[src/rtl/led_sequence_ctrl_if.sv]
// Host-side table/control bus and status/LED outputs of the LED sequencer.
interface led_sequence_ctrl_if #(
  parameter int PWM_BITS = 8,
  parameter int DUR_BITS = 10
);
  logic                         cfg_we;
  logic [3:0]                   cfg_addr;
  logic [3*PWM_BITS+DUR_BITS-1:0] cfg_data;
  logic [4:0]                   num_steps;
  logic                         loop_en;
  logic                         start;
  logic                         stop;
  logic                         busy;
  logic [3:0]                   step_idx;
  logic                         done;
  logic                         LED0;
  logic                         LED1;
  logic                         LED2;

  modport master (
    output cfg_we, cfg_addr, cfg_data, num_steps, loop_en, start, stop,
    input  busy, step_idx, done, LED0, LED1, LED2
  );

  modport slave (
    input  cfg_we, cfg_addr, cfg_data, num_steps, loop_en, start, stop,
    output busy, step_idx, done, LED0, LED1, LED2
  );
endinterface

[src/rtl/led_sequence_ctrl.sv]
// Plays a table of {dur, duty2, duty1, duty0} steps onto three PWM LEDs,
// each step held for dur timebase ticks (dur=0 behaves as 1).
module led_sequence_ctrl #(
  parameter int CLK_DIV   = 48000,
  parameter int NUM_STEPS = 8,
  parameter int PWM_BITS  = 8,
  parameter int DUR_BITS  = 10
) (
  input logic clk,
  input logic rst_n,
  led_sequence_ctrl_if.slave bus
);
  localparam int W  = 3*PWM_BITS + DUR_BITS;
  localparam int AW = (NUM_STEPS > 1) ? $clog2(NUM_STEPS) : 1;
  localparam int PW = $clog2(CLK_DIV);
  localparam logic [PW-1:0] PMAX = PW'(CLK_DIV - 1);
  localparam logic [4:0]    NS5  = 5'(NUM_STEPS);

  typedef enum logic [1:0] {IDLE, LOAD, HOLD} state_t;

  state_t                     state;
  logic [W-1:0]               tbl [NUM_STEPS];
  logic [2:0][PWM_BITS-1:0]   duty;
  logic [PWM_BITS-1:0]        pwm_cnt;
  logic [PW-1:0]              presc;
  logic [DUR_BITS-1:0]        dur_cnt;
  logic [3:0]                 step;
  logic [4:0]                 len;
  logic [2:0]                 led;
  logic                       busy_q;
  logic                       done_q;

  logic                tick;
  logic                addr_ok;
  logic                len_ok;
  logic [W-1:0]        ent;
  logic [DUR_BITS-1:0] ent_dur;
  logic                last_step;

  assign tick      = (presc == PMAX);
  assign addr_ok   = ({1'b0, bus.cfg_addr} < NS5);
  assign len_ok    = (bus.num_steps != 5'd0) && (bus.num_steps <= NS5);
  assign ent       = tbl[step[AW-1:0]];
  assign ent_dur   = ent[W-1 -: DUR_BITS];
  assign last_step = ({1'b0, step} == len - 5'd1);

  always_ff @(posedge clk) begin
    if (!rst_n) begin
      state   <= IDLE;
      for (int i = 0; i < NUM_STEPS; i++) tbl[i] <= '0;
      duty    <= '0;
      pwm_cnt <= '0;
      presc   <= '0;
      dur_cnt <= '0;
      step    <= '0;
      len     <= '0;
      led     <= '0;
      busy_q  <= 1'b0;
      done_q  <= 1'b0;
    end else begin
      pwm_cnt <= pwm_cnt + 1'b1;
      for (int i = 0; i < 3; i++) led[i] <= (pwm_cnt < duty[i]);
      presc   <= tick ? '0 : presc + 1'b1;
      done_q  <= 1'b0;
      if (bus.cfg_we && addr_ok) tbl[bus.cfg_addr[AW-1:0]] <= bus.cfg_data;

      if (bus.stop) begin
        state  <= IDLE;
        busy_q <= 1'b0;
        duty   <= '0;
      end else begin
        case (state)
          IDLE: begin
            if (bus.start && len_ok) begin
              len    <= bus.num_steps;
              step   <= '0;
              presc  <= '0;
              busy_q <= 1'b1;
              state  <= LOAD;
            end
          end
          LOAD: begin
            for (int i = 0; i < 3; i++) duty[i] <= ent[i*PWM_BITS +: PWM_BITS];
            dur_cnt <= (ent_dur == '0) ? DUR_BITS'(1) : ent_dur;
            // Restart the timebase so the step spans exactly dur*CLK_DIV HOLD cycles.
            presc   <= '0;
            state   <= HOLD;
          end
          HOLD: begin
            if (tick) begin
              if (dur_cnt != DUR_BITS'(1)) begin
                dur_cnt <= dur_cnt - 1'b1;
              end else if (!last_step) begin
                step  <= step + 4'd1;
                state <= LOAD;
              end else if (bus.loop_en) begin
                step  <= '0;
                state <= LOAD;
              end else begin
                state  <= IDLE;
                busy_q <= 1'b0;
                done_q <= 1'b1;
                duty   <= '0;
              end
            end
          end
          default: begin
            state  <= IDLE;
            busy_q <= 1'b0;
            duty   <= '0;
          end
        endcase
      end
    end
  end

  assign bus.busy     = busy_q;
  assign bus.done     = done_q;
  assign bus.step_idx = step;
  assign bus.LED0     = led[0];
  assign bus.LED1     = led[1];
  assign bus.LED2     = led[2];
endmodule

[src/flat_wrapper.sv]
// flat-port wrapper written by rule: the top's interface ports become plain ports
module led_sequence_ctrl_flat 
#(
  parameter int CLK_DIV   = 48000,
  parameter int NUM_STEPS = 8,
  parameter int PWM_BITS  = 8,
  parameter int DUR_BITS  = 10
)
  (clk, rst_n, bus_cfg_we, bus_cfg_addr, bus_cfg_data, bus_num_steps, bus_loop_en, bus_start, bus_stop, bus_busy, bus_step_idx, bus_done, bus_LED0, bus_LED1, bus_LED2);
  led_sequence_ctrl_if #(.PWM_BITS(PWM_BITS), .DUR_BITS(DUR_BITS)) bus_i ();
  input logic clk;
  input logic rst_n;
  input wire logic [$bits(bus_i.cfg_we)-1:0] bus_cfg_we;
  input wire logic [$bits(bus_i.cfg_addr)-1:0] bus_cfg_addr;
  input wire logic [$bits(bus_i.cfg_data)-1:0] bus_cfg_data;
  input wire logic [$bits(bus_i.num_steps)-1:0] bus_num_steps;
  input wire logic [$bits(bus_i.loop_en)-1:0] bus_loop_en;
  input wire logic [$bits(bus_i.start)-1:0] bus_start;
  input wire logic [$bits(bus_i.stop)-1:0] bus_stop;
  output wire logic [$bits(bus_i.busy)-1:0] bus_busy;
  output wire logic [$bits(bus_i.step_idx)-1:0] bus_step_idx;
  output wire logic [$bits(bus_i.done)-1:0] bus_done;
  output wire logic [$bits(bus_i.LED0)-1:0] bus_LED0;
  output wire logic [$bits(bus_i.LED1)-1:0] bus_LED1;
  output wire logic [$bits(bus_i.LED2)-1:0] bus_LED2;
  assign bus_i.cfg_we = bus_cfg_we;
  assign bus_i.cfg_addr = bus_cfg_addr;
  assign bus_i.cfg_data = bus_cfg_data;
  assign bus_i.num_steps = bus_num_steps;
  assign bus_i.loop_en = bus_loop_en;
  assign bus_i.start = bus_start;
  assign bus_i.stop = bus_stop;
  assign bus_busy = bus_i.busy;
  assign bus_step_idx = bus_i.step_idx;
  assign bus_done = bus_i.done;
  assign bus_LED0 = bus_i.LED0;
  assign bus_LED1 = bus_i.LED1;
  assign bus_LED2 = bus_i.LED2;
  led_sequence_ctrl #(.CLK_DIV(CLK_DIV), .NUM_STEPS(NUM_STEPS), .PWM_BITS(PWM_BITS), .DUR_BITS(DUR_BITS)) u_core (.clk(clk), .rst_n(rst_n), .bus(bus_i));
endmodule
[config.mk]
export PLATFORM = sky130hd
export DESIGN_NAME = led_sequence_ctrl_flat
export DESIGN_NICKNAME = d
export VERILOG_FILES = /design/src/rtl/led_sequence_ctrl_if.sv /design/src/rtl/led_sequence_ctrl.sv /design/src/flat_wrapper.sv
export SDC_FILE = /design/constraint.sdc
export NUM_CORES = 1
export LEC_CHECK = 0
export BUFFER_PORTS_ARGS = -buffer_cell sky130_fd_sc_hd__buf_2
export CAP_MARGIN = 10
export CORE_UTILIZATION = 62
export CTS_CLUSTER_SIZE = 30
export DETAILED_ROUTE_END_ITERATION = 7
export GPL_ROUTABILITY_DRIVEN = 1
export GPL_TIMING_DRIVEN = 0
export HOLD_SLACK_MARGIN = 0.08
export PLACE_DENSITY = 0.86
export SYNTH_ARGS = -nofsm -noshare
export SYNTH_HDL_FRONTEND = slang
export SYNTH_SLANG_ARGS = --single-unit
[constraint.sdc]
create_clock -name clk -period 5.9 [get_ports clk]
set_input_delay 1.18 -clock clk [delete_from_list [all_inputs] [get_ports clk]]
set_output_delay 1.18 -clock clk [all_outputs]
set_load 0.02 [all_outputs]
## After elaboration in Yosys (flattened, before gate mapping)

Memories as Yosys holds them, arrays and structs flattened. A register that Yosys moved wholly into a read port is not among the register bits.
Cells that the tools add are included.

| cells by class | value |
|---|---|
| reduce and logical (&&, ||, !) cells | 17 |
| $lt $le $gt $ge | 5 |
| add/subtract/negate cells | 5 |
| mux-type cells | 41 |
| equality and inequality tests | 12 |
| bitwise operators | 7 |

Operators by type and width:

| kind | number |
|---|---|
| $mux 24 | 4 |
| $pmux 24 s3 | 1 |
| $mux 16 | 3 |
| $mux 34 | 1 |
| $reduce_or 34->1 | 1 |
| $pmux 16 s2 | 1 |
| $mux 10 | 3 |
| $lt 8x8->1 | 3 |
| $mux 4 | 5 |
| $pmux 10 s2 | 1 |
| $add 16x1->16 const B | 1 |
| $eq 16x16->1 const B | 1 |
| $mux 1 | 12 |
| $reduce_and 6->1 | 2 |
| $logic_not 10->1 | 1 |
| $ne 10x1->1 const B | 1 |
| $sub 10x1->10 const B | 1 |
| $mux 3 | 3 |
| $add 8x1->8 const B | 1 |
| $mux 2 | 4 |
| $ne 2x1->1 const B | 4 |
| $pmux 4 s2 | 1 |
| $not 1->1 | 7 |
| $pmux 2 s3 | 1 |
| 19 further kinds | 24 |

| word-level totals | value |
|---|---|
| register bits | 74 |
| output and inout bits | 9 |
| memory bits (writable) | 272 |
| input port bits | 49 |
| memories kept | 1 |

Memory list:

| name | words | width | rd ports | clocked after Yosys merged registers in | write ports | RTL line | text |
|---|---|---|---|---|---|---|---|
| u_core.tbl | 8 | 34 | 1 | 1 | 8 | led_sequence_ctrl.sv:22 | `logic [W-1:0] tbl [NUM_STEPS];` |

## Longest topological paths before layout

| depth | value |
|---|---|
| depth after elaboration | 8 |
| depth in mapped cells | 9 |
| depth with buffers taken out | 8 |

## Worst setup path before layout

Ideal clock, no wire load.

| path | value |
|---|---|
| path type | input port to flip-flop |
| from | input rst_n |
| to | memory u_core.tbl[2][0] (netlist bit) (enable) |
| buffers on the path | 2 |
| required time | 5.428 ns |
| data arrival time | 4.720 ns |
| slack | 0.708 ns |
| cell stages on the path | 5 |
| path through | buf_2 -> inv_1 -> or4b_2 -> clkbuf_1 -> o21ai_0 |

RTL lines:

| item | RTL line | text |
|---|---|---|
| start, declared | flat_wrapper.sv:12 | `input logic rst_n;` |
| end, declared | led_sequence_ctrl.sv:22 |  |

==> summary.txt <==
Logic synthesis
  • Synth Area in Compound Gates: 5.12%
  • Primary FF master, synth: edfxtp_1
  • Asr flop ratio synth: 0%
  • Syn Inst Count: ~1,200
  • Count leader, synth: and2_1
  • Post-synth top cells: 273 x and2_1, 272 x edfxtp_1, 77 x dfxtp_1
  • Largest family of logic cells by synthesized area: simple AND/OR/NAND/NOR gates
  • Synth cell types: slightly below 60
  • Number of synthesized flops with an enable pin: 272
  • Post-Syn Nets: around 1,200
  • Mapped Area: approximately 16,000 sq um
  • Yosys warning count: 0
  • Post-synthesis mux area share: between 10% and 20%
  • Ranking of synthesized cells by area: edfxtp_1 51%, and2_1 11%, mux4_2 9.7%
  • Yosys top cell area share: around half
  • Synthesis-stage register bit count: about 350
  • Simple-Gate Fraction of Synth Area: ~16%
  • Synth Area in Adders: around 2.1%
  • Syn Area/Cell: between 10 and 15 sq um
  • Seq/Total Area, Yosys: 60.5%
  • Post-synthesis xor/xnor area fraction: 1.42%
  • Largest area contributor in the netlist: edfxtp_1

Run status
  • Status: completed

Clock tree
  • CTS max path bufs: 3
  • Post-CTS Resized: 0
  • Hold-fix buffers, CTS: 0
  • CTS tree: done
  • Root Buffer: clkbuf_16
  • Htree depth: 2
  • CTS clk-pin slew, worst paths: 60 ps
  • Setup Buffers After CTS: 0
  • CTS buffer count: 36
  • Clk sinks: ~350
  • Skew-Pair Late Insertion Delay: ~530 ps

Final layout
  • Final nets: 1,348
  • Non-filler cells in the finished layout: approximately 1,600
  • Area grow syn2layout: 12.8%
  • Layout cells sized above 1: 16.2%

Power
  • P_sw: about 0.0011 W
  • Flop pwr share: about 54%
  • Sw frac: 21.9%
  • P_int: between 0.004 and 0.005 W
  • Leak: approximately 6.3 nW
  • Gate power share: around 5.2%
  • Clock share of power: 40.9%
  • Power per cell area: 288 nW/um^2
  • Power Total: 0.00522 W
  • Peak supply drop: about 0.00021 V

Floorplan
  • Die X-Extent: between 150 and 200 um
  • Die height: around 160 um
  • DIE AREA: 26,600 sq um
  • Core ar.: 25,300 sq um
  • Num ports: 58
  • Initial Utilization: roughly 63%
  • Rows: 58

Setup path
  • Critical Path Start Type: primary input
  • WP data arrival: between 4000 and 5000 ps
  • WP data required: just over 6000 ps
  • Setup CP Type: in2reg
  • CP max FO: 19
  • CP endpoint kind: register

Global route
  • Remaining Overflow, GRT: 0
  • Aggregate global-route resource usage: a little under a third
  • Pin count of the biggest net entering global routing: 29
  • Antenna violations before repair: 4
  • First-pass GRT wire length: 59,300 um
  • Vias in the first global route: between 10,000 and 15,000

STA
  • Fmax achieved: between 200 and 250 MHz
  • Max-slew headroom: roughly a fifth
  • RSZ-0062 raised after global routing: false
  • Final Skew: 17.4 ps
  • Worst Tran Pin Value: between 1000 and 1500 ps
  • Max Transition Viols Final: 0
  • Final critical-path share of the clock period: around three quarters
  • Clock period minus worst slack: around 4400 ps
  • Hold slack: 457 ps
  • Setup TNS: 0 ps
  • Number of hold violations in the final report: 0
  • Setup Viol. Count Final: 0

Detailed routing
  • Met3 WL: ~3800 um
  • First-pass detailed-route iteration total: 5
  • Final WL: between 30,000 and 40,000 um
  • Via density: about 6.4
  • WL per Instance: approximately 24 um
  • M1 WL: 14,400 um
  • Starting DRT DRC Count: about 1,100
  • Wire length on met2: ~19,000 um
  • Uppermost layer routed: met5
  • Antenna viol nets, final: 0
  • Via count: 10,400
  • DRC viols: 0

Placement
  • Port Buffer Count: between 50 and 60
  • Placed Cells incl. Taps: 1,563
  • GPL Wtd Cong: 0.907
  • Hpwl dp: about 25,000 um

Worst hold path
  • Min-delay worst type: reg2reg

Run
  • Max-Cap Viols: 0
[cells by family (layout without fill, tap and decap cells)]
family | after synthesis | count (layout)
xor+xnor | 26 | 26
mux | 110 | 110
compound gates | 112 | 112
simple gates | 448 | 448
fa+ha+maj | 27 | 27
buf+inv | 97 | 228
other cells | 0 | 3
flops | 349 | 349
[flip-flops by register name, summed over array words and instances, names as in the netlist, named ones only]
register / count
u_core.duty: 24
u_core.pwm_cnt: 8
u_core.presc: 16
u_core.state: 2
u_core.bus.busy: 1
u_core.led: 3
u_core.dur_cnt: 10
u_core.len: 5
u_core.bus.step_idx: 4
u_core.tbl: 272
u_core.bus.done: 1
[area by class of cell]
cell class	instances	area, sq um
diodes	3	7.51
plain buffers	63	245
clock buffers	53	1020
clock inverters	13	77.6
fillers	1532	7200
inverters	34	128
multi-input cells	723	6050
flip-flops and latches	349	9710
well taps	330	413
repair buffers	65	475
[metal layers]
metal  GRT usage (%)  vias to the layer above
met1            37.6                     5169
met3            7.61                      154
met5               0                        -
met4            16.3                        2
met2            49.0                      597
li1                -                     4520
[final timing paths]
path              depth (start not counted)                 to       startpoint  slack, ps
setup / recovery                          7  u_core.tbl[0][33]            rst_n       1450
hold / removal                            1    u_core.presc[0]  u_core.presc[0]        460
setup reg to reg                          6    u_core.duty[15]         register       2430
hold reg to reg                           1    u_core.presc[0]  u_core.presc[0]        460
[power by group through the flow]
stage               clock, W  combinational, W  sequential (W)
floorplan                  0          0.000141         0.00285
detailed placement         0          0.000262         0.00286
CTS                  0.00213          0.000266         0.00281
global placement           0          0.000232         0.00287
global route         0.00223          0.000286         0.00282
finish               0.00213          0.000269         0.00282
[stage by stage]
stage | area [sq um] | setup slack (ps) | utilization [%]
2_1_floorplan | 16100 | 708 | -
3_3_place_gp | 16800 | -1810 | 66.2
3_5_place_dp | 17000 | 1020 | 67.2
4_1_cts | 18100 | 1570 | 71.5
5_1_grt | 18100 | 1380 | 71.5
6_report | 18100 | 1450 | 71.6
[cells in the final DEF, fill, tap and decap left out, types with 6 or more instances in the layout]
master     synthesis  final
nor4_1            12     12
inv_1             34     34
dfxtp_1           77     77
o21ai_4            0      6
clkbuf_1          50     63
edfxtp_1         272    272
nand2b_1          14     12
or4_1              8      8
nand3_1           16     16
and3_1             7      7
o21ai_0           24     18
clkinv_2           0      8
nor2_1            57     57
clkbuf_16          0     37
and2_1           273    273
a211o_1            8      8
mux4_2            69     69
xor2_1            11     11
nand4_1            6      6
buf_1              8      8
o2bb2ai_1         24     24
buf_2              4     61
xnor2_1           15     15
a21o_1             8      8
a21oi_1           14     14
ha_1              27     27
nor3_1            15     15
mux2i_1           40     40
nand2_1           19     19
[worst max-delay path, cell delays in order]
cell	delay, ps
buf_2	260
inv_1	250
or4b_2	750
clkbuf_1	300
nor3_1	980
nand2b_2	680
buf_16	260
Note: power is estimated with default switching activity, not from simulation.
